`src/rtl/fifo_rd_ctrl.sv`:
```
// Read-side controller for the dual-clock FIFO: read pointer, Gray export,
// write-pointer synchronizer and read-domain empty/level/underflow status.
module fifo_rd_ctrl #(
  parameter int unsigned DEPTH       = 8,
  parameter int unsigned SYNC_STAGES = 2,
  parameter int unsigned AE_THRESH   = 2
) (
  input  logic                       r_clk,
  input  logic                       r_rst,
  input  logic                       r_inc,
  input  logic [$clog2(DEPTH):0]     gray_w_ptr,
  output logic [$clog2(DEPTH)-1:0]   r_addr,
  output logic [$clog2(DEPTH):0]     gray_r_ptr,
  output logic                       r_empty,
  output logic                       r_almost_empty,
  output logic [$clog2(DEPTH):0]     r_level,
  output logic                       r_underflow
);

  localparam int unsigned AW = $clog2(DEPTH);
  localparam int unsigned PW = AW + 1;
  localparam logic [PW-1:0] AE_LVL = PW'(AE_THRESH);

  if (DEPTH < 2 || (DEPTH & (DEPTH - 1)) != 0) begin : g_bad_depth
    $error("fifo_rd_ctrl: DEPTH must be a power of two and at least 2");
  end
  if (SYNC_STAGES < 2) begin : g_bad_sync
    $error("fifo_rd_ctrl: SYNC_STAGES must be at least 2");
  end
  if (AE_THRESH >= DEPTH) begin : g_bad_thresh
    $error("fifo_rd_ctrl: AE_THRESH must be below DEPTH");
  end

  logic [PW-1:0] sync_q [SYNC_STAGES];
  logic [PW-1:0] wq;
  logic [PW-1:0] w_bin;
  logic [PW-1:0] r_ptr;
  logic [PW-1:0] r_ptr_next;
  logic          pop;

  // Write-pointer synchronizer chain; the last stage is the only one used.
  always_ff @(posedge r_clk) begin
    if (r_rst) begin
      for (int i = 0; i < int'(SYNC_STAGES); i++) sync_q[i] <= '0;
    end else begin
      sync_q[0] <= gray_w_ptr;
      for (int i = 1; i < int'(SYNC_STAGES); i++) sync_q[i] <= sync_q[i-1];
    end
  end

  assign wq = sync_q[SYNC_STAGES-1];

  // Gray to binary: each binary bit is the XOR of all Gray bits at or above it.
  always_comb begin
    w_bin = '0;
    for (int i = 0; i < int'(PW); i++) w_bin[i] = ^(wq >> i);
  end

  assign pop        = r_inc && !r_empty;
  assign r_ptr_next = r_ptr + PW'(pop);

  // Gray copy is built from the next pointer so it never lags r_ptr.
  always_ff @(posedge r_clk) begin
    if (r_rst) begin
      r_ptr       <= '0;
      gray_r_ptr  <= '0;
      r_underflow <= 1'b0;
    end else begin
      r_ptr       <= r_ptr_next;
      gray_r_ptr  <= r_ptr_next ^ (r_ptr_next >> 1);
      r_underflow <= r_inc && r_empty;
    end
  end

  assign r_addr         = r_ptr[AW-1:0];
  assign r_empty        = (gray_r_ptr == wq);
  assign r_level        = w_bin - r_ptr;
  assign r_almost_empty = (r_level <= AE_LVL);

endmodule

```
`config.mk`:
```
export PLATFORM = sky130hd
export DESIGN_NAME = fifo_rd_ctrl
export DESIGN_NICKNAME = d
export VERILOG_FILES = /design/src/rtl/fifo_rd_ctrl.sv
export SDC_FILE = /design/constraint.sdc
export NUM_CORES = 1
export LEC_CHECK = 0
export BUFFER_PORTS_ARGS = -buffer_cell sky130_fd_sc_hd__buf_2
export CAP_MARGIN = 5
export CORE_MARGIN = 2
export CORE_UTILIZATION = 35
export CTS_BUF_LIST = sky130_fd_sc_hd__clkbuf_4
export DETAILED_ROUTE_END_ITERATION = 8
export HOLD_SLACK_MARGIN = 0.1
export MAX_ROUTING_LAYER = met4
export PLACE_DENSITY = 0.61
export SYNTH_ARGS = -nofsm -noshare
export SYNTH_HDL_FRONTEND = slang
export SYNTH_SLANG_ARGS = --single-unit
```
`constraint.sdc`:
```
create_clock -name r_clk -period 5 [get_ports r_clk]
set_input_delay 1 -clock r_clk [delete_from_list [all_inputs] [get_ports r_clk]]
set_output_delay 1 -clock r_clk [all_outputs]
set_load 0.03 [all_outputs]
```
==> results of run 1 <==
final timing paths:
check,slack [ns],endpoint,depth (start not counted),from
hold / removal,0.44,sync_q[0][7],1,sync_q[0][3]
setup reg to reg,2.74,gray_r_ptr[1],8,gray_r_ptr[3]
hold reg to reg,0.44,sync_q[0][7],1,sync_q[0][3]
setup / recovery,1.57,r_almost_empty,8,sync_q[0][7]
worst register-to-register path, cell delays in order, from the launching register on:
cell and delay [ns]:
dfxtp_1 0.41, xor2_1 0.14, or4_4 0.52, and2_1 0.18, ha_1 0.22, ha_1 0.22
xnor2_1 0.24, xor2_1 0.16, nor2_1 0.05
final cells by class:
| cell class | instances | area, sq um | share of cell area (%) |
|---|---|---|---|
| clock buffer | 3 | 22.52 | 2.582 |
| clock inverter | 1 | 3.754 | 0.4304 |
| inverter | 6 | 22.52 | 2.582 |
| multi-input combinational | 47 | 369.1 | 42.32 |
| sequential | 16 | 320.3 | 36.73 |
| tap | 27 | 33.78 | 3.874 |
| timing repair buffer | 20 | 100.1 | 11.48 |
routing by layer:
metal / GRT usage, % / share of wire [%]
met5: - / 0
met4: 5.714 / 0.86
met3: 2.147 / 4.7
met2: 18.47 / 48
met1: 12.84 / 47
flip-flops by register name, indices dropped and copies added, names as in the netlist:
name / count
sync_q: 8
gray_r_ptr: 4
r_ptr: 3
r_underflow: 1
power breakdown:
group / internal, mW / switching (mW) / total (mW)
clock: 0.0289 / 0.0376 / 0.0665
sequential: 0.139 / 0.00786 / 0.147
combinational: 0.0541 / 0.0962 / 0.150
total: 0.222 / 0.142 / 0.363
cell families (layout without fill, tap and decap cells):
| family | after synthesis | after routing | share of synthesized area (%) |
|---|---|---|---|
| AO/OA/AOI/OAI | 4 | 4 | 3.672 |
| adder cells (fa/ha/maj) | 6 | 6 | 11.54 |
| XOR/XNOR | 13 | 13 | 15.91 |
| AND/OR/NAND/NOR | 24 | 24 | 20.45 |
| buffers and inverters | 7 | 30 | 3.671 |
| flip-flops | 16 | 16 | 44.76 |
metrics by stage:
| stage | setup WS [ns] | instances | total power, mW |
|---|---|---|---|
| global placement | 1.884 | 116 | 0.2986 |
| CTS | 1.528 | 120 | 0.3683 |
| floorplan | 1.397 | 70 | 0.2631 |
| finish | 1.573 | 120 | 0.3634 |
| global route | 1.413 | 120 | 0.3865 |
| detailed placement | 1.846 | 116 | 0.3006 |
Yosys cell counts:
master,instances
a21o_1,1
a21oi_1,2
a221oi_1,1
and2_1,2
and3_1,1
clkbuf_1,1
dfxtp_1,16
fa_1,1
ha_1,5
inv_1,6
nand2_1,1
nand3_1,2
nand3b_1,1
nor2_1,4
nor2b_1,10
nor3_1,1
nor3b_2,1
or4_4,1
xnor2_1,4
xor2_1,9
==> run metrics, run 1 <==
post-CTS setup buffer count 0; GRT overflow 0; Leakage 0.4489 nW; CTS clk-pin slew, worst paths 0.09 ns; syn nets 83; hold_ws 0.4399 ns; H-tree depth 1; root buf cell clkbuf_4; critical path capture point type primary output; Wirelength per Cell 9.675 um; first-pass GRT wire length 2070 um; die height 49.22 um; # setup viols final 0; maximum clock path buffer count 2; TritonCTS sink count 16; Rows 16; Core ar. 1942 sq um; Cell Pwr Density 416.7 nW/um^2; share of Yosys cell area claimed by the top area cell type 44.76%; Final Hold Fails 0; status complete, no violations; Worst setup SP type flip-flop; num ports 21; RSZ-0062 raised after global routing no; Worst slew margin 77.22%; Port Buffers 20; clk_lat worst skew 0.28 ns; max-slew violation count 0; CP Class reg -> out; ant diodes 0; Worst EP required 4.00 ns; hold buffers post-CTS 0; Syn-to-layout area delta 21.85%; commonest cells after routing, fill and taps aside 20 x buf_2, 16 x dfxtp_1, 10 x nor2b_1; Total Routing Usage GR 11.19%; Synth area leader dfxtp_1; Critical path buffers and inverters 2; vias in the first global route 501; clock tree from TritonCTS built; clk_skew 0.003961 ns; CTS resizes 0; CP max-delay cell fa_1; setup_tns 0 ns; Avg Vias per Cell 4.225; crit-path max cell delay 0.48 ns; post-synthesis sequential area ratio 44.76%; post-route design area 872.1 sq um; cell family with most CP delay adder cells; Synth Register Bits 16; die width 49.22 um; fill count 201; synthesized area per cell 10.22 sq um; Util after Layout 44.91%; final wirelength 1161 um; crit-path max FO 3; DR pass1 iterations 4; Fmax 291.8 MHz; Syn Inst Count 70; Mapped Area 715.7 sq um; crit-path cells xor2_1, xnor2_1, xor2_1, ha_1, fa_1, inv_1, a221oi_1, buf_2; fraction of layout cells with a size suffix above 1 26.88%; initial antenna violation count 0; die footprint 2423 sq um; most used cell, CP xor2_1; Max IR drop VDD 209.1 uV; total CTS buffers 3; Syn. warnings 0; initial detailed-routing violation count 4; Max-cap violations 0; Initial Util 36.86%; period utilization 68.54%; fin crit period 3.427 ns; worst path arrival time 2.43 ns; final net count 107; ranking of synthesized cells by area dfxtp_1 45%, xor2_1 11%, ha_1 8.7%; worst slew pin tran 0.3393 ns; number of library cell types mapped by synthesis 20; drc violations 0; GPL Wtd Cong 0.7416; dpl cell area 845.8 sq um; most common cell after layout, fill and taps aside buf_2; Hold Path Class reg -> reg; post-route ant nets 0; largest net degree at the start of global routing 17; placed wire-length estimate 928.8 um; via count 507
Power figures use the tool's default switching activity.
==> run 2: changes to the inputs <==
Settings changed: ABC_AREA set to 1, PLACE_DENSITY 0.61 to 0.6.
Clock period 5 ns to 3.5 ns, I/O delays scaled along.
==> run metrics, run 2 <==
status complete, no violations; CTS clk-pin slew, worst paths 0.09 ns; initial detailed-routing violation count 22; Rows 17; first-pass GRT wire length 2553 um; # setup viols final 0; number of synthesized flops with an enable pin 0; Leakage 0.5604 nW; Total Routing Usage GR 13.24%; Max IR drop VDD 263.5 uV; clk_skew 0.004501 ns; Avg Vias per Cell 4.536; die height 52.50 um; met3 wire len 75 um; Wirelength per Cell 9.435 um; Port Buffers 20; Final Hold Fails 0; clk_lat worst skew 0.29 ns; reg2reg end gray_r_ptr[2]; largest net degree at the start of global routing 15; Initial Util 37.22%; Setup WS pre-CTS 0.8134 ns; prevailing post-synth register cell dfxtp_1; setup_tns 0 ns; maximum clock path buffer count 2; ranking of synthesized cells by area dfxtp_1 39%, inv_1 11%, nand2_1 11%; Worst R2R Path Depth 14; share of Yosys cell area claimed by the top area cell type 38.91%; final wirelength 1585 um; Mapped Area 823.3 sq um; via count 762; crit-path max FO 4; final net count 154; met1 wire length 706 um; Synth Register Bits 16; Worst EP required 2.80 ns; post-route setup slack 0.4863 ns; Worst slew margin 77.73%; critical path capture point type primary output; Hold Path Class reg -> reg; asr flop ratio synth 0%; Syn-to-layout area delta 19.15%; met2 WL post-DR 760 um; CP Class reg -> out; fraction of layout cells with a size suffix above 1 16.43%; Largest register FFs 8; worst path arrival time 2.31 ns; vias in the first global route 638; total CTS buffers 3; TritonCTS sink count 16; syn nets 130; Synth top cells by count 24 x inv_1, 24 x nand2_1, 24 x nor2_1; Worst Hold Depth 2; dpl cell area 954.7 sq um; Core ar. 2212 sq um; max-slew violation count 0; placed wire-length estimate 1303 um; post-synthesis sequential area ratio 38.91%; post-route design area 980.9 sq um; post-route ant nets 0; Worst Hold End sync_q[0][5]; DR pass1 iterations 4; commonest cells after routing, fill and taps aside 24 x inv_1, 24 x nor2_1, 24 x nand2_1; root buf cell clkbuf_4; hold buffers post-CTS 0; clock tree from TritonCTS built; ant diodes 0; RSZ-0062 raised after global routing no; post-CTS setup buffer count 0; number of library cell types mapped by synthesis 15; H-tree depth 1; CTS resizes 0; top flop regs sync_q: 8 flops, gray_r_ptr: 4 flops, r_ptr: 3 flops; fill count 244; initial antenna violation count 0; Cell Pwr Density 521.0 nW/um^2; drc violations 0; period utilization 86.11%; fin crit period 3.014 ns; Max-cap violations 0; R2R setup slack 1.57 ns; GRT overflow 0; Syn Inst Count 117; Synth area leader dfxtp_1; Worst setup SP type flip-flop; GPL Wtd Cong 0.7323; synthesized area per cell 7.037 sq um; die width 52.50 um; num ports 21; worst slew pin tran 0.3335 ns; Fmax 331.8 MHz; Biggest register sync_q; reg2reg start gray_r_ptr[3]; Hold Startpoint sync_q[0][1]; die footprint 2756 sq um; Syn. warnings 0; uppermost layer routed met4
## run 2: cell types whose count changed after synthesis, sizes merged, moves of 3 or more
cell   previous run  this run
nor2              4        24
nand2             1        24
inv               6        24
nor2b            10         0
o21ai             0         3
xor2              9         5
## run 2: per-stage QoR
stage               util, %  power (mW)  hold slack, ns  instances
CTS                   44.34      0.5156          0.4124        168
detailed placement    43.16      0.4181          0.3990        164
finish                44.34      0.5111          0.4077        168
global placement      43.16      0.4120          0.3990        164
global route          44.34      0.5455          0.4423        168
floorplan                 -      0.3619          0.3883        117
## run 2: final cells by class
| cell class | instances | area [sq um] | share of cell area, % |
|---|---|---|---|
| clock buffer | 3 | 22.52 | 2.296 |
| clock inverter | 1 | 3.754 | 0.3827 |
| inverter | 24 | 90.09 | 9.184 |
| multi-input combinational | 76 | 409.1 | 41.71 |
| sequential | 16 | 320.3 | 32.65 |
| tap | 28 | 35.03 | 3.571 |
| timing repair buffer | 20 | 100.1 | 10.20 |
## run 2: layer usage
layer,up-vias,track usage [%]
li1,397,-
met1,332,14.11
met2,28,22.92
met3,5,1.714
met4,0,8.547
met5,-,-
## run 2: worst max path at each step
stage / startpoint / endpoint / slack, ns
2_1_floorplan: sync_q[0][7] / r_almost_empty / 0.81
4_1_cts: sync_q[0][5] / r_almost_empty / 0.48
3_3_place_gp: sync_q[0][5] / r_almost_empty / 0.88
5_1_grt: sync_q[0][7] / r_almost_empty / 0.34
3_5_place_dp: sync_q[0][5] / r_almost_empty / 0.81
6_report: sync_q[0][5] / r_almost_empty / 0.49
## run 2: cell families after synthesis
kind of cell / synth area share [%]
AOI/OAI and AO/OA: 3.646
xor gates and xnor gates: 8.511
adders and majority gates: 10.03
and+or+nand+nor: 27.51
buffers and inverters: 11.40
DFF: 38.91
## run 2: worst max-delay path: stages (launching register included)
cell and delay, ns:
dfxtp_1 0.45, xor2_1 0.21, nand2_1 0.07, nand2_1 0.06
inv_1 0.04, ha_1 0.20, fa_1 0.38, xor2_1 0.19
o21ai_0 0.12, nor2_1 0.11, buf_2 0.20
## run 2: where the power goes
group | leakage (nW) | switching (mW) | total [mW] | internal [mW]
Sequential | 0.131 | 0.0150 | 0.211 | 0.196
Clock | 0.0154 | 0.0574 | 0.0988 | 0.0415
Combinational | 0.414 | 0.136 | 0.201 | 0.0646
==> run 3: changes to the inputs <==
Settings changed: CORE_UTILIZATION 35 to 53, MAX_ROUTING_LAYER met4 to not set, PLACE_DENSITY 0.6 to 0.83.
==> run metrics, run 3 (same netlist as run 2, synthesis figures left out) <==
status complete, no violations; Clock power frac 19.0%; initial detailed-routing violation count 22; RSZ-0062 raised after global routing no; busiest layer in global routing met2; Sw Share 40.95%; dpl cell area 939.7 sq um; num ports 21; Hold Path Class reg -> reg; final net count 154; placed wire-length estimate 1310 um; setup_tns 0 ns; clk_skew 0.001611 ns; CP Class reg -> out; Final Hold Fails 0; Net Switching 0.2102 mW; crit-path max FO 4; clk_lat worst skew 0.29 ns; post-CTS setup buffer count 0; drc violations 0; vias in the first global route 628; GPL Wtd Cong 0.8412; Internal Power 0.3032 mW; Worst EP required 2.80 ns; Total Routing Usage GR 18.96%; root buf cell clkbuf_4; commonest cells after routing, fill and taps aside 24 x inv_1, 24 x nor2_1, 24 x nand2_1; die width 43.41 um; maximum clock path buffer count 2; Port Buffers 20; largest net degree at the start of global routing 15; post-route design area 965.9 sq um; met3 GRT Util 2.917%; via count 772; CTS resizes 0; Fmax 327.4 MHz; Max-cap violations 0; # setup viols final 0; fraction of layout cells with a size suffix above 1 16.43%; hold buffers post-CTS 0; die height 43.41 um; worst path arrival time 2.35 ns; Biggest register sync_q; DR pass1 iterations 4; Cell Pwr Density 531.5 nW/um^2; max-slew violation count 0; period utilization 87.26%; met2 usage 34.63%; CP max-delay cell dfxtp_1; initial antenna violation count 0; CTS clk-pin slew, worst paths 0.09 ns; clock tree from TritonCTS built; cell family with most CP delay adder cells; critical path capture point type primary output; Initial Util 55.29%; top flop regs sync_q: 8 flops, gray_r_ptr: 4 flops, r_ptr: 3 flops; worst slew pin tran 0.3003 ns; fin crit period 3.054 ns; post-route ant nets 0; total CTS buffers 3; Core ar. 1489 sq um; crit-path max cell delay 0.44 ns; first-pass GRT wire length 2504 um; final wirelength 1630 um; crit-path cells xor2_1, nand2_1, nand2_1, inv_1, ha_1, fa_1, xor2_1, o21ai_0, nor2_1, buf_2; Syn-to-layout area delta 17.33%; Wirelength per Cell 10.45 um; ant diodes 0; Largest register FFs 8; M1 GR Usage 18.93%; TritonCTS sink count 16; Logic pwr share 39.9%; Critical path buffers and inverters 2; Leakage 0.5604 nW; Worst slew margin 79.95%; Avg Vias per Cell 4.949; GRT overflow 0; sequential fraction of design power 41.1%; H-tree depth 1; Worst setup SP type flip-flop; Rows 14; die footprint 1884 sq um; Max IR drop VDD 300.1 uV
-- run 3: cell counts in the layout (fill, tap and decap cells not counted) --
Identical to the previous run, type by type.
-- run 3: through the flow --
stage	std cells	setup slack, ns	power (mW)	hold slack, ns	utilization (%)
after floorplan	117	0.8119	0.3619	0.3883	-
after global placement	152	0.8979	0.4084	0.3940	63.11
after detailed placement	152	0.7778	0.4213	0.3968	63.11
after CTS	156	0.4476	0.5176	0.4091	64.87
after global routing	156	0.2959	0.5446	0.4317	64.87
final	156	0.4459	0.5134	0.4071	64.87
-- run 3: area by class of cell --
cell class              count  area [sq um]
fillers                   143         523.0
multi-input cells          76         409.1
flip-flops and latches     16         320.3
repair buffers             20         100.1
inverters                  24         90.09
clock buffers               3         22.52
well taps                  16         20.02
clock inverters             1         3.754
-- run 3: metal layers --
layer	wire (um)	part of all wire (%)
met5	0	0
met3	82	5.0
met2	857	53
met1	643	39
met4	46	2.8
-- run 3: path summary, 6_finish.rpt --
path,startpoint,to,slack (ns),cells after the start
worst min-delay path,sync_q[0][0],sync_q[0][4],0.41,2
worst max register to register,gray_r_ptr[3],gray_r_ptr[1],1.58,11
worst min register to register,sync_q[0][0],sync_q[0][4],0.41,2
worst max-delay path,sync_q[0][5],r_almost_empty,0.45,10
-- run 3: worst min-delay path: stages (launching register included) --
cell and delay, ns:
dfxtp_1 0.30, inv_1 0.04, nor2_1 0.03
-- run 3: power by group through the flow --
stage | Clock (mW) | Sequential, mW | Combinational, mW
2_1_floorplan | 0 | 0.232 | 0.129
3_3_place_gp | 0 | 0.214 | 0.194
3_5_place_dp | 0 | 0.215 | 0.206
4_1_cts | 0.100 | 0.211 | 0.207
5_1_grt | 0.108 | 0.214 | 0.223
6_report | 0.0977 | 0.211 | 0.205
